--- src/rtl/core_pkg.sv ---
// Shared definitions for the core pipeline: widths, register index type,
// write-back state encoding and the MA->WB bundle.
package core_pkg;

  localparam int XLEN   = 32;
  localparam int CSR_AW = 12;

  typedef logic [4:0] reg_idx_t;

  typedef enum logic [1:0] {
    EMPTY    = 2'd0,
    HOLD     = 2'd1,
    CSR_WAIT = 2'd2
  } wb_state_e;

  typedef struct packed {
    logic [XLEN-1:0]   reg_data;
    logic [XLEN-1:0]   mem_data;
    logic [XLEN-1:0]   csr_data;
    reg_idx_t          rd;
    logic [CSR_AW-1:0] csr;
    logic              reg_write;
    logic              csr_write;
    logic              mem_read;
  } mw_bus_t;

  // Result for rd: load data for loads, otherwise the ALU/CSR-read value.
  function automatic logic [XLEN-1:0] sel_wdata(input mw_bus_t bus);
    return bus.mem_read ? bus.mem_data : bus.reg_data;
  endfunction

endpackage

--- src/rtl/core_wb_instret.sv ---
// 64-bit retired-instruction counter; only instantiated under CORE_WB_INSTRET_EN.
module core_wb_instret (
  input  logic        clk,
  input  logic        rest,
  input  logic        inc,
  output logic [63:0] count
);

  // Counter register, wraps naturally from all-ones to zero.
  always_ff @(posedge clk) begin
    if (rest) begin
      count <= 64'd0;
    end else if (inc) begin
      count <= count + 64'd1;
    end else begin
      count <= count;
    end
  end

endmodule

--- src/rtl/core_wb.sv ---
// Write-back stage: single-entry stage register committing to the register file
// and a handshaked CSR write port. Optional macro CORE_WB_INSTRET_EN adds instret.
module core_wb #(
  parameter int XLEN   = core_pkg::XLEN,
  parameter int CSR_AW = core_pkg::CSR_AW
) (
  input  logic              clk,
  input  logic              rest,
  input  logic              mw_valid,
  output logic              mw_ready,
  input  logic [XLEN-1:0]   mw_reg_data,
  input  logic [XLEN-1:0]   mw_mem_data,
  input  logic [XLEN-1:0]   mw_csr_data,
  input  logic [4:0]        mw_rd,
  input  logic [CSR_AW-1:0] mw_csr,
  input  logic              mw_reg_write,
  input  logic              mw_csr_write,
  input  logic              mw_mem_read,
  output logic              rf_we,
  output logic [4:0]        rf_waddr,
  output logic [XLEN-1:0]   rf_wdata,
  output logic              csr_wr_valid,
  input  logic              csr_wr_ready,
  output logic [CSR_AW-1:0] csr_waddr,
  output logic [XLEN-1:0]   csr_wdata,
  output logic              fwd_valid,
  output logic [4:0]        fwd_rd,
  output logic [XLEN-1:0]   fwd_data,
  output logic              retire
`ifdef CORE_WB_INSTRET_EN
  ,
  output logic [63:0]       instret
`endif
);

  import core_pkg::*;

  wb_state_e         state_r;
  wb_state_e         state_nxt_s;
  logic [XLEN-1:0]   wdata_r;
  reg_idx_t          rd_r;
  logic              reg_write_r;
  logic [CSR_AW-1:0] csr_r;
  logic [XLEN-1:0]   csr_data_r;
  logic              csr_write_r;

  logic              full_s;
  logic              commit_s;
  logic              capture_s;
  wb_state_e         entry_state_s;
  mw_bus_t           mw_bus_s;

  assign mw_bus_s = '{
    reg_data:  mw_reg_data,
    mem_data:  mw_mem_data,
    csr_data:  mw_csr_data,
    rd:        mw_rd,
    csr:       mw_csr,
    reg_write: mw_reg_write,
    csr_write: mw_csr_write,
    mem_read:  mw_mem_read
  };

  // Commit/handshake decode and next-state selection from the held entry.
  always_comb begin
    full_s        = 1'b0;
    commit_s      = 1'b0;
    capture_s     = 1'b0;
    entry_state_s = HOLD;
    state_nxt_s   = state_r;

    full_s    = (state_r != EMPTY);
    commit_s  = full_s && (!csr_write_r || csr_wr_ready);
    // Ready never looks at mw_valid, so no valid->ready combinational path.
    mw_ready  = !full_s || commit_s;
    capture_s = mw_valid && mw_ready;

    if (mw_csr_write) begin
      entry_state_s = CSR_WAIT;
    end else begin
      entry_state_s = HOLD;
    end

    case (state_r)
      EMPTY: begin
        if (capture_s) begin
          state_nxt_s = entry_state_s;
        end else begin
          state_nxt_s = EMPTY;
        end
      end
      HOLD, CSR_WAIT: begin
        if (commit_s && capture_s) begin
          state_nxt_s = entry_state_s;
        end else if (commit_s) begin
          state_nxt_s = EMPTY;
        end else begin
          state_nxt_s = state_r;
        end
      end
      default: state_nxt_s = EMPTY;
    endcase

    retire       = commit_s;
    rf_we        = commit_s && reg_write_r;
    rf_waddr     = rd_r;
    rf_wdata     = wdata_r;
    csr_wr_valid = full_s && csr_write_r;
    csr_waddr    = csr_r;
    csr_wdata    = csr_data_r;
    fwd_valid    = full_s && reg_write_r;
    fwd_rd       = rd_r;
    fwd_data     = wdata_r;
  end

  // Stage register; a commit and a capture in the same cycle simply reload it.
  always_ff @(posedge clk) begin
    if (rest) begin
      state_r     <= EMPTY;
      wdata_r     <= '0;
      rd_r        <= 5'd0;
      reg_write_r <= 1'b0;
      csr_r       <= '0;
      csr_data_r  <= '0;
      csr_write_r <= 1'b0;
    end else begin
      state_r <= state_nxt_s;
      if (capture_s) begin
        wdata_r     <= sel_wdata(mw_bus_s);
        rd_r        <= mw_bus_s.rd;
        reg_write_r <= mw_bus_s.reg_write && (mw_bus_s.rd != 5'd0);
        csr_r       <= mw_bus_s.csr;
        csr_data_r  <= mw_bus_s.csr_data;
        csr_write_r <= mw_bus_s.csr_write;
      end
    end
  end

`ifdef CORE_WB_INSTRET_EN
  core_wb_instret u_instret (
    .clk   (clk),
    .rest  (rest),
    .inc   (commit_s),
    .count (instret)
  );
`endif

endmodule

--- config.mk ---
export PLATFORM = sky130hd
export DESIGN_NAME = core_wb
export DESIGN_NICKNAME = d
export VERILOG_FILES = /design/src/rtl/core_pkg.sv /design/src/rtl/core_wb_instret.sv /design/src/rtl/core_wb.sv
export SDC_FILE = /design/constraint.sdc
export NUM_CORES = 1
export LEC_CHECK = 0
export ABC_AREA = 1
export ABC_CLOCK_PERIOD_IN_PS = 2000
export BUFFER_PORTS_ARGS = -buffer_cell sky130_fd_sc_hd__buf_2
export CORE_UTILIZATION = 46
export CTS_CLUSTER_SIZE = 20
export DETAILED_ROUTE_END_ITERATION = 6
export PLACE_DENSITY = 0.85
export SYNTH_ARGS = -nofsm -noshare
export SYNTH_HDL_FRONTEND = slang
export SYNTH_SLANG_ARGS = --single-unit
export TNS_END_PERCENT = 5
--- constraint.sdc ---
create_clock -name clk -period 2 [get_ports clk]
set_input_delay 0.4 -clock clk [delete_from_list [all_inputs] [get_ports clk]]
set_output_delay 0.4 -clock clk [all_outputs]
set_load 0.02 [all_outputs]
# [Yosys cells after proc, flatten, opt, wreduce, memory -nomap -nowiden]
# Index checks and enable logic that the tools add are counted.
[word_totals] output_inout_bits=123 wordCells=31 input_bits=120 regBits=85
[classes] muxes=6 n_eq_ne=3 n_reduce_logical=15
[op_table] cell="two-way mux 32 bit" n=1
[op_table] cell="two-way mux 2 bit" n=4
[op_table] cell="logical AND 1 bit" n=7
[op_table] cell="nonzero test 5 bit" n=1
[op_table] cell="one-hot mux 2 bit (2 select lines)" n=1
[op_table] cell="inequality test 3 bit (second input constant)" n=1
[op_table] cell="== test 2 x 1 -> 1 bit (second input constant)" n=1
[op_table] cell="== test 2 bit (second input constant)" n=1
[op_table] cell="logical NOT 1 bit" n=2
[op_table] cell="logical NOT 2 bit" n=1
[op_table] cell="logical OR 1 bit" n=2
[op_table] cell="nonzero test 2 bit" n=1
[op_table] cell="OR reduction 2 bit" n=1

# [Depth between registers and ports, before layout]
[logic_depth] ltp_word=8 mapped_depth=9 depth_no_buf=9

# [Worst setup path before layout]
# Ideal clock, no wire load.
[synth_path] kind="register to output" start="register state_r[0]" end="output port rf_we" stages_incl_launch_ff=6 path_slack_ns=0.548 required_time_ns=1.600 path_buffers=0 arrival_time_ns=1.052 cell_sequence="dfxtp_1 inv_1 ha_1 inv_2 nand2_1 nor2_1"
[synth_via] elab_chain_cells=3
[synth_lines] element="start, declared" line_no="core_wb.sv:38" rtl="wb_state_e state_r;"
[synth_lines] element="start signal, assigned" line_no="core_wb.sv:127" rtl="state_r <= state_nxt_s;"
[synth_lines] element="nonzero test 2 bit" line_no="core_wb.sv:72" rtl="full_s = (state_r != EMPTY);"
[synth_lines] element="logical AND 1 bit" line_no="core_wb.sv:73" rtl="commit_s = full_s && (!csr_write_r || csr_wr_ready);"
[synth_lines] element="logical AND 1 bit" line_no="core_wb.sv:105" rtl="rf_we = commit_s && reg_write_r;"
[synth_lines] element="end, declared" line_no="core_wb.sv:19" rtl="output logic rf_we,"
# No other way between the ends.

# [Final worst setup path]
# Same ends and word-level chain as after synthesis.

==> impl_metrics.prom <==
# TYPE chip_impl_metric gauge
chip_impl_info{name="run_status",value="finished, final reports clean"} 1
chip_impl_metric{name="timing.critical_path.fanout_max",unit=""} 5
chip_impl_metric{name="routabilityCongestion",unit=""} 0.7816
chip_impl_info{name="rsz0062_at_grt",value="false"} 1
chip_impl_metric{name="route.vias.total",unit=""} 3926
chip_impl_metric{name="dp_worst_setup_slack",unit="ns"} 0.3627
chip_impl_metric{name="max-cap-violations",unit=""} 0
chip_impl_info{name="postSynth.topFlopCell",value="dfxtp_1"} 1
chip_impl_metric{name="globalRouteOverflowTotal",unit=""} 0
chip_impl_metric{name="clock-sinks",unit=""} 85
chip_impl_metric{name="path_clk_slew",unit="ns"} 0.08
chip_impl_metric{name="required",unit="ns"} 1.60
chip_impl_metric{name="yosysUniqueCellTypes",unit=""} 22
chip_impl_info{name="hold_path_class",value="in2reg"} 1
chip_impl_metric{name="ctsResizeCount",unit=""} 0
chip_impl_metric{name="maxSlewViolCount",unit=""} 0
chip_impl_metric{name="pwr_density_cell",unit="nW/µm²"} 841.0
chip_impl_metric{name="maximum_number_of_pins_on_one_net_before_global_route_repair",unit=""} 83
chip_impl_metric{name="avgSynthCellArea",unit="µm²"} 7.244
chip_impl_metric{name="io_buffers",unit=""} 242
chip_impl_metric{name="fraction_of_final_layout_cells_sized_beyond_drive_strength_1",unit=""} 0.3934
chip_impl_metric{name="antenna_cells",unit=""} 0
chip_impl_metric{name="synthArstFlopShare",unit=""} 0
chip_impl_metric{name="cts_setup_buffers",unit=""} 0
chip_impl_metric{name="die-height",unit="µm"} 94.05
chip_impl_metric{name="ioPinCount",unit=""} 243
chip_impl_metric{name="row_count",unit=""} 33
chip_impl_metric{name="slew_at_the_pin_with_the_worst_max_slew_slack",unit="ns"} 0.4504
chip_impl_metric{name="synthToLayoutAreaGrowth",unit="%"} 30.18
chip_impl_metric{name="number_of_design_rule_violations_left_by_the_first_detailed_router_iteration",unit=""} 108
chip_impl_metric{name="netlist_instances",unit=""} 538
chip_impl_metric{name="power.static_leakage",unit="nW"} 2.797
chip_impl_metric{name="cts_made_buffers",unit=""} 9
chip_impl_metric{name="post-route-worst-setup-slack",unit="ns"} 0.1455
chip_impl_metric{name="clock_latency",unit="ns"} 0.34
chip_impl_metric{name="timing.final.crit_share",unit=""} 0.9273
chip_impl_metric{name="timing.final.hold_violations",unit=""} 0
chip_impl_metric{name="cts.htree.levels",unit=""} 3
chip_impl_metric{name="grt_first_pass_wirelength",unit="µm"} 14880
chip_impl_metric{name="layout.nets",unit=""} 850
chip_impl_metric{name="fp.dieArea",unit="µm²"} 8844
chip_impl_metric{name="yosys_warnings",unit=""} 0
chip_impl_metric{name="initial_cell_density_of_the_core",unit=""} 0.4743
chip_impl_metric{name="detailedPlacementHpwl",unit="µm"} 7255
chip_impl_metric{name="max-vdd-ir-drop",unit="V"} 0.0003885
chip_impl_metric{name="fmax",unit="MHz"} 539.2
chip_impl_metric{name="grt_pass1_vias",unit=""} 3488
chip_impl_info{name="cts_root_buf",value="clkbuf_8"} 1
chip_impl_info{name="cts_tree",value="yes"} 1
chip_impl_info{name="cp-end-kind",value="output port"} 1
chip_impl_metric{name="antenna_violating_nets_remaining",unit=""} 0
chip_impl_metric{name="period_needed",unit="ns"} 1.855
chip_impl_metric{name="nFillCells",unit=""} 770
chip_impl_metric{name="fp.dieW",unit="µm"} 94.05
chip_impl_info{name="critical_path_class",value="reg2out"} 1
chip_impl_metric{name="wirelength",unit="µm"} 9628
chip_impl_metric{name="cts_hold_buffers",unit=""} 0
chip_impl_metric{name="syn_nets",unit=""} 660
chip_impl_metric{name="setup_viol",unit=""} 0
chip_impl_metric{name="first_pass_iters",unit=""} 5
chip_impl_metric{name="mappedNetlistArea",unit="µm²"} 3897
chip_impl_metric{name="grt_util_all_layers",unit=""} 0.2143
chip_impl_metric{name="slew_headroom",unit=""} 0.6997
chip_impl_metric{name="cts-root-to-sink-buffers",unit=""} 2
chip_impl_metric{name="synth_edf_count",unit=""} 0
chip_impl_metric{name="synth.ff_latch_count",unit=""} 85
chip_impl_metric{name="rrSetupSlack",unit="ns"} 0.32
chip_impl_metric{name="arrival",unit="ns"} 1.45
chip_impl_metric{name="synth_seq_area_share",unit=""} 0.4366
chip_impl_metric{name="worst_clock_skew",unit="ns"} 0.01132
chip_impl_info{name="timing.critical_path.from_type",value="flip-flop"} 1
chip_impl_metric{name="grt_antenna_before_repair",unit=""} 0
chip_impl_metric{name="routed_wire_length_per_instance",unit="µm"} 11.50
chip_impl_metric{name="route.detailed.drc",unit=""} 0
chip_impl_metric{name="vias_per_cell",unit=""} 4.691
chip_impl_metric{name="core_area",unit="µm²"} 8217
chip_impl_metric{name="setup_total_negative_slack",unit="ns"} 0
## worst max-delay path, cell delays in order, from the launching register on
cell     delay, ns
dfxtp_1       0.37
inv_1         0.06
ha_1          0.23
inv_2         0.07
nand2_1       0.12
nor2_1        0.11
buf_2         0.17
## final timing paths
check	start	endpoint	cells after the start
worst max-delay path	state_r[0]	rf_we	6
worst min-delay path	rest	state_r[1]	2
worst max register to register	state_r[0]	fwd_data[12]	8
worst min register to register	csr_wdata[24]	csr_wdata[24]	2
## metrics by stage
| step | cells | instance area (µm²) | hold WS (ns) | util | power [mW] |
|---|---|---|---|---|---|
| floorplan | 538 | 3897 | 0.4691 | - | 2.573 |
| global placement | 822 | 4828 | 0.4581 | 0.5876 | 2.818 |
| detailed placement | 822 | 4828 | 0.4676 | 0.5876 | 2.849 |
| CTS | 837 | 5074 | 0.2568 | 0.6175 | 4.312 |
| global route | 837 | 5074 | 0.2687 | 0.6175 | 4.491 |
| finish | 837 | 5074 | 0.2852 | 0.6175 | 4.267 |
## per-layer routing
layer	wire, µm	vias up	track usage	share of wire
met5	0	-	0	0
met4	139	0	0.09359	0.014
met3	642	13	0.04450	0.067
met2	4897	164	0.3990	0.51
met1	3949	1731	0.2312	0.41
li1	-	2018	-	-
## flip-flops by register name, summed over array words and instances (netlist names)
register     cells
csr_wdata       32
fwd_data        32
csr_waddr       12
fwd_rd           5
state_r          2
csr_write_r      1
reg_write_r      1
## final cells by class
type / count / area [µm²] / area share
clock buffers: 10 / 137.6 / 0.02713
repair buffers: 248 / 1294 / 0.2550
flip-flops and latches: 85 / 1702 / 0.3354
clock inverters: 5 / 107.6 / 0.02121
well taps: 105 / 131.4 / 0.02589
inverters: 44 / 165.2 / 0.03255
multi-input cells: 340 / 1536 / 0.3028
## power breakdown
part / internal, mW / switching, mW
sequential: 1.82 / 0.0774
combinational: 0.339 / 0.571
clock: 0.864 / 0.597
total: 3.02 / 1.25
## synthesized netlist by cell type (3+ instances only)
cell type | instances | area share
buf_6 | 3 | 0.0087
o21ai_0 | 47 | 0.060
inv_1 | 41 | 0.039
o21ai_1 | 47 | 0.060
buf_2 | 16 | 0.021
o21ai_2 | 20 | 0.045
clkbuf_1 | 8 | 0.0077
dfxtp_1 | 85 | 0.44
buf_8 | 3 | 0.012
a21oi_1 | 4 | 0.0051
nand2_1 | 42 | 0.040
buf_4 | 38 | 0.073
nor2_1 | 172 | 0.17
## cell usage in the layout, fill, tap and decap left out, drive strengths merged
| master | n |
|---|---|
| a21oi | 4 |
| buf | 248 |
| bufinv | 3 |
| clkbuf | 10 |
| clkinv | 2 |
| dfxtp | 85 |
| ha | 2 |
| inv | 44 |
| nand2 | 43 |
| nand3 | 3 |
| nor2 | 172 |
| nor3 | 1 |
| o21ai | 114 |
| or2 | 1 |
## logic make-up after synthesis
group / synth area share
AO/OA/AOI/OAI: 0.1708
flip-flops: 0.4366
AND/OR/NAND/NOR: 0.2170
adder cells (fa/ha/maj): 0.006420
buffers and inverters: 0.1692
(Power assumes the default switching activity.)
